<file path="config.mk">
export PLATFORM = sky130hd
export DESIGN_NAME = lsu_mem_master
export DESIGN_NICKNAME = d
export VERILOG_FILES = /design/src/rtl/lsu_pkg.sv /design/src/rtl/lsu_lane_align.sv /design/src/rtl/lsu_mem_master.sv
export SDC_FILE = /design/constraint.sdc
export NUM_CORES = 1
export LEC_CHECK = 0
export BUFFER_PORTS_ARGS = -buffer_cell sky130_fd_sc_hd__buf_2
export CORE_ASPECT_RATIO = 0.75
export CORE_MARGIN = 4
export CORE_UTILIZATION = 40
export CTS_BUF_LIST = sky130_fd_sc_hd__clkbuf_4
export DETAILED_ROUTE_END_ITERATION = 12
export GPL_ROUTABILITY_DRIVEN = 0
export PLACE_DENSITY = 0.65
export RECOVER_POWER = 50
export REMOVE_ABC_BUFFERS = 1
export SLEW_MARGIN = 20
export SYNTH_ARGS = -nofsm -noshare
export SYNTH_HDL_FRONTEND = slang
export SYNTH_HIERARCHICAL = 1
export SYNTH_SLANG_ARGS = --single-unit
</file>
<file path="constraint.sdc">
create_clock -name clk -period 2.3 [get_ports clk]
set_clock_uncertainty 0.1 [all_clocks]
set_input_delay 0.345 -clock clk [delete_from_list [all_inputs] [get_ports clk]]
set_output_delay 0.345 -clock clk [all_outputs]
set_load 0.1 [all_outputs]
</file>
<file path="src/rtl/lsu_pkg.sv">
// Shared definitions for the load/store unit: access sizes, FSM states
// and the request legality check.
package lsu_pkg;

  localparam logic [1:0] SZ_BYTE = 2'b00;
  localparam logic [1:0] SZ_HALF = 2'b01;
  localparam logic [1:0] SZ_WORD = 2'b10;
  localparam logic [1:0] SZ_ILL  = 2'b11;

  typedef enum logic [1:0] {
    IDLE = 2'b00,
    RD   = 2'b01,
    WR   = 2'b10,
    RESP = 2'b11
  } lsuStateT;

  // A request is rejected when the size is illegal, the address is not
  // naturally aligned for the size, or it falls outside the backed memory.
  function automatic logic isBadRequest(input logic [1:0] size,
                                        input logic [31:0] addr,
                                        input int addrBits);
    logic outOfRange;
    logic misaligned;
    outOfRange = (addrBits < 32) ? ((addr >> addrBits) != 32'd0) : 1'b0;
    case (size)
      SZ_BYTE: misaligned = 1'b0;
      SZ_HALF: misaligned = addr[0];
      SZ_WORD: misaligned = (addr[1:0] != 2'b00);
      default: misaligned = 1'b1;
    endcase
    return outOfRange | misaligned;
  endfunction

endpackage

</file>
<file path="src/rtl/lsu_lane_align.sv">
// Byte-lane steering for the load/store unit: merges store data into an
// existing memory word and extracts/extends load data from a word.
// Little-endian: byte lane k sits in bits [8k+7:8k].
module lsu_lane_align
  import lsu_pkg::*;
(
  input  logic [31:0] oldWord,
  input  logic [31:0] wdata,
  input  logic [1:0]  size,
  input  logic [1:0]  byteOff,
  input  logic        isUnsigned,
  output logic [31:0] mergedWord,
  output logic [31:0] loadData
);

  logic [7:0]  byteSel;
  logic [15:0] halfSel;

  // Replace only the addressed lane(s) of the old word with the store data.
  always_comb begin
    mergedWord = oldWord;
    case (size)
      SZ_BYTE: begin
        case (byteOff)
          2'd0: mergedWord[7:0]   = wdata[7:0];
          2'd1: mergedWord[15:8]  = wdata[7:0];
          2'd2: mergedWord[23:16] = wdata[7:0];
          default: mergedWord[31:24] = wdata[7:0];
        endcase
      end
      SZ_HALF: begin
        if (byteOff[1]) mergedWord[31:16] = wdata[15:0];
        else            mergedWord[15:0]  = wdata[15:0];
      end
      SZ_WORD: mergedWord = wdata;
      default: mergedWord = oldWord;
    endcase
  end

  // Pick out the addressed lane and sign- or zero-extend it to 32 bits.
  always_comb begin
    case (byteOff)
      2'd0: byteSel = oldWord[7:0];
      2'd1: byteSel = oldWord[15:8];
      2'd2: byteSel = oldWord[23:16];
      default: byteSel = oldWord[31:24];
    endcase
    halfSel = byteOff[1] ? oldWord[31:16] : oldWord[15:0];
    case (size)
      SZ_BYTE: loadData = {{24{byteSel[7] & ~isUnsigned}}, byteSel};
      SZ_HALF: loadData = {{16{halfSel[15] & ~isUnsigned}}, halfSel};
      SZ_WORD: loadData = oldWord;
      default: loadData = 32'd0;
    endcase
  end

endmodule

</file>
<file path="src/rtl/lsu_mem_master.sv">
// Load/store initiator between the execute stage and the data memory.
// One request at a time; sub-word stores are done as read-modify-write.
module lsu_mem_master
  import lsu_pkg::*;
#(
  parameter int MEM_ADDR_BITS = 16
) (
  input  logic        clk,
  input  logic        rst_n,
  input  logic        req_valid,
  output logic        req_ready,
  input  logic        req_write,
  input  logic [1:0]  req_size,
  input  logic        req_unsigned,
  input  logic [31:0] req_addr,
  input  logic [31:0] req_wdata,
  output logic        resp_valid,
  output logic [31:0] resp_rdata,
  output logic        resp_err,
  output logic [31:0] mem_address,
  output logic [31:0] mem_writeData,
  output logic        mem_writeEnable,
  output logic        mem_MemRead,
  input  logic [31:0] mem_data
);

  lsuStateT    state;
  logic        writeReg;
  logic [1:0]  sizeReg;
  logic        unsignedReg;
  logic [31:0] addrReg;
  logic [31:0] wdataReg;
  logic        memWriteReg;
  logic        memReadReg;
  logic [31:0] memWdataReg;
  logic        respValidReg;
  logic        respErrReg;
  logic [31:0] respRdataReg;
  logic [31:0] mergedWord;
  logic [31:0] loadData;
  logic        reqBad;

  assign reqBad = isBadRequest(req_size, req_addr, MEM_ADDR_BITS);

  // The read word from memory is steered directly at the RD edge, so the
  // captured read data lands in the write-data or response register.
  lsu_lane_align uAlign (
    .oldWord    (mem_data),
    .wdata      (wdataReg),
    .size       (sizeReg),
    .byteOff    (addrReg[1:0]),
    .isUnsigned (unsignedReg),
    .mergedWord (mergedWord),
    .loadData   (loadData)
  );

  assign req_ready       = (state == IDLE);
  assign resp_valid      = respValidReg;
  assign resp_rdata      = respRdataReg;
  assign resp_err        = respErrReg;
  assign mem_address     = {addrReg[31:2], 2'b00};
  assign mem_writeData   = memWdataReg;
  assign mem_MemRead     = memReadReg;
  // Gating with reset guarantees no write lands on an edge where reset is held.
  assign mem_writeEnable = memWriteReg & rst_n;

  // Request FSM with registered memory strobes and response outputs.
  always_ff @(posedge clk) begin
    if (!rst_n) begin
      state        <= IDLE;
      writeReg     <= 1'b0;
      sizeReg      <= 2'b00;
      unsignedReg  <= 1'b0;
      addrReg      <= 32'd0;
      wdataReg     <= 32'd0;
      memWriteReg  <= 1'b0;
      memReadReg   <= 1'b0;
      memWdataReg  <= 32'd0;
      respValidReg <= 1'b0;
      respErrReg   <= 1'b0;
      respRdataReg <= 32'd0;
    end else begin
      memWriteReg  <= 1'b0;
      memReadReg   <= 1'b0;
      respValidReg <= 1'b0;
      respErrReg   <= 1'b0;
      respRdataReg <= 32'd0;
      case (state)
        IDLE: begin
          if (req_valid) begin
            writeReg    <= req_write;
            sizeReg     <= req_size;
            unsignedReg <= req_unsigned;
            addrReg     <= req_addr;
            wdataReg    <= req_wdata;
            if (reqBad) begin
              state        <= RESP;
              respValidReg <= 1'b1;
              respErrReg   <= 1'b1;
            end else if (req_write && (req_size == SZ_WORD)) begin
              state       <= WR;
              memWriteReg <= 1'b1;
              memWdataReg <= req_wdata;
            end else begin
              state      <= RD;
              memReadReg <= 1'b1;
            end
          end
        end
        RD: begin
          if (writeReg) begin
            state       <= WR;
            memWriteReg <= 1'b1;
            memWdataReg <= mergedWord;
          end else begin
            state        <= RESP;
            respValidReg <= 1'b1;
            respRdataReg <= loadData;
          end
        end
        WR: begin
          state        <= RESP;
          respValidReg <= 1'b1;
        end
        RESP: begin
          state <= IDLE;
        end
        default: state <= IDLE;
      endcase
    end
  end

endmodule

</file>
==> flow_metrics.env <==
export IMPL_num_rows=45
export IMPL_gr_total_overflow=0
export IMPL_via_count=8895
export IMPL_max_slew_margin_rel_pct=47.7
export IMPL_powerDensity_mw_per_mm2=1310
export IMPL_startpoint="sizeReg[1]$_SDFFE_PN0P_"
export IMPL_ir_drop_v=0.000996
export IMPL_grt_pass1_wl_um=46300
export IMPL_drt_wirelength_per_cell_um=19.4
export IMPL_io_pins=204
export IMPL_drtPass1Iterations=6
export IMPL_synth_seq_cells=138
export IMPL_synth_top_cells_by_count="172 x nand2_1, 138 x dfxtp_1, 86 x a21oi_1"
export IMPL_fin_crit_sh_pct=97.9
export IMPL_start_util_pct=40.7
export IMPL_final_area_mm2=0.0106
export IMPL_place_inst=1426
export IMPL_synth_area_top_cells="dfxtp_1 34%, nand2_1 7.8%, mux2i_1 6.2%, a21oi_1 5.2%, or4b_1 3.9%"
export IMPL_tightestPinTransition_ns=0.783
export IMPL_cts_max_path_buffers=2
export IMPL_crit_fanout=14
export IMPL_fin_nets=1368
export IMPL_final_max_slew_viol_count=0
export IMPL_cts_sinks=138
export IMPL_synthArstFlopShare_pct=0
export IMPL_ctsRootBufferMaster="clkbuf_4"
export IMPL_remaining_drc_errors=0
export IMPL_synth_warning_count=6
export IMPL_cts_tree="built"
export IMPL_multi_input_area_mm2=0.00476
export IMPL_setup_viol=0
export IMPL_cts_max_level=4
export IMPL_grt_pass1_vias=8231
export IMPL_cp_arrival_ns=2.68
export IMPL_core_area_mm2=0.0203
export IMPL_yosysMostFrequentCell="nand2_1"
export IMPL_antenna_found_initial=4
export IMPL_drt_total_wl_um=29600
export IMPL_drt_vias_per_instance=5.81
export IMPL_layout_cells_non_filler=1532
export IMPL_areaGrowthSynthToFinish_pct=28.6
export IMPL_p_leak_uw=0.00455
export IMPL_drt_initial_drc_count=995
export IMPL_drive_gt1_share_pct=26.4
export IMPL_setup_tns_ns=0
export IMPL_ant_nets=0
export IMPL_synth_edf_count=0
export IMPL_portBuffers=201
export IMPL_finalCriticalPeriod_ns=2.25
export IMPL_ys_types=52
export IMPL_synth_cells=1050
export IMPL_avgSynthCellArea_um2=7.85
export IMPL_outcome="complete, no violations"
export IMPL_cp_start_kind="flip-flop"
export IMPL_die_y_um=132
export IMPL_required_ns=2.72
export IMPL_clk_pin_slew_ns=0.14
export IMPL_synth_top_area_share_pct=33.5
export IMPL_fp_dieW_um=174
export IMPL_rr_startpoint="sizeReg[1]$_SDFFE_PN0P_"
export IMPL_grt_setup_unrepaired="false"
export IMPL_cts_buffers_inserted=17
export IMPL_register_area_mm2=0.00278
export IMPL_hp_start="mem_data[8]"
export IMPL_yosys_area_top_type="dfxtp_1"
export IMPL_cp_end_kind="flip-flop"
export IMPL_clk_latency_ns=0.57
export IMPL_crit_type="reg2reg"
export IMPL_hold_viol=0
export IMPL_place_area_mm2=0.00947
export IMPL_fmax_ghz=0.444
export IMPL_max_cap_violations=0
export IMPL_grt_usage_pct=24.7
export IMPL_synth_area_mm2=0.00825
export IMPL_hpwl_um=19900
export IMPL_synth_seq_area_share_pct=33.5
export IMPL_synth_flop_cell="dfxtp_1"
export IMPL_dieArea_mm2=0.0230
export IMPL_grt_max_degree=71
export IMPL_hold_class="in2reg"
export IMPL_n_fill_cell=1949
==> metal layers <==
layer  global-route usage [%]  up-vias  wire length, µm
li1                         -     4260                -
met1                     36.0     4137            13400
met2                     36.9      461            12900
met3                     6.57       31             3070
met4                     5.23        6              281
met5                        0        -               30
==> worst paths after layout <==
kind	end	slack, ns	cells past startpoint
worst min register to register	addrReg[12]$_SDFFE_PN0P_	0.36	2
worst max-delay path	resp_rdata[9]$_SDFF_PP0_	0.05	7
worst min-delay path	resp_rdata[8]$_SDFF_PP0_	0.09	3
worst max register to register	resp_rdata[9]$_SDFF_PP0_	0.05	7
==> worst max-delay path: stages (launching register included) <==
cell and delay (ns):
dfxtp_4 0.40, buf_4 0.15, buf_4 0.17, or4_4 0.56
a21oi_4 0.19, buf_4 0.25, a221o_1 0.20, and3_1 0.17
==> flip-flops by register name, indices dropped and copies added, names as in the netlist <==
register,count
wdataReg,32
writeReg,1
resp_err,1
sizeReg,2
mem_MemRead,1
state,2
unsignedReg,1
addrReg,32
resp_valid,1
memWriteReg,1
mem_writeData,32
resp_rdata,32
==> per-stage QoR <==
stage	util, %	hold slack (ns)	power (µW)	setup slack [ns]
2_1_floorplan	-	0.334	9050	-2.94
3_3_place_gp	46.7	0.339	11600	0.0937
3_5_place_dp	46.7	0.343	11700	0.0552
4_1_cts	51.9	0.0482	13800	0.0171
5_1_grt	52.3	0.0628	14600	0.00443
6_report	52.3	0.0921	13900	0.0479
==> where the power goes <==
part / internal (µW) / total (µW) / switching (µW)
registers: 2970 / 3400 / 427
logic: 2220 / 8510 / 6290
clock network: 1010 / 2030 / 1020
==> final cells by class <==
cell class	count	area share, %
flip-flops and latches	138	26.2
clock buffers	19	1.34
diodes	1	0.0236
well taps	258	3.04
multi-input cells	750	44.9
repair buffers	331	21.7
inverters	22	0.802
clock inverters	13	2.03
==> cell families (layout without fill, tap and decap cells) <==
family                     Yosys count  after routing  synth area share [%]
AOI/OAI and AO/OA                  274            274                  22.5
DFF                                138            138                  33.5
buffers and inverters              163            385                  9.77
adders and majority gates            5              5                 0.759
other                                1              3                0.0455
and+or+nand+nor                    400            400                  24.7
muxes                               69             69                  8.68
==> placed cells by master, fill, tap and decap left out, types with 7 or more instances in the layout <==
cell type      Yosys  routed
and3_1            32      32
mux2i_1           51      50
buf_12             0      11
nand2b_1          12      10
o2111ai_1         32      32
a221o_1           24      24
o22ai_1           15      15
o21ai_0           26      25
clkbuf_2           0      47
mux2_2            17      17
o31ai_1            8       8
nor4_1            35      35
a211o_1           13      13
nand2_1          172     172
nand3_1           41      40
inv_1             21      21
a31oi_1           33      33
clkbuf_4           0      20
a22oi_1           13      13
or4b_1            32      32
nor2b_1            9       7
dfxtp_1          138     134
nor2_1            47      47
a21oi_1           86      85
buf_4             38      49
dlygate4sd3_1      0      68
buf_2             17     153
==> timing repair <==
action / in CTS / in global routing
hold buffers: 68 / 0
pin swaps: 0 / 1
endpoints found under the hold margin: 68 / 0
resized for setup: 3 / 16
setup endpoints to repair: 1 / 34
setup buffers: 0 / 5
No activity file was read; power rests on OpenSTA's default activity.
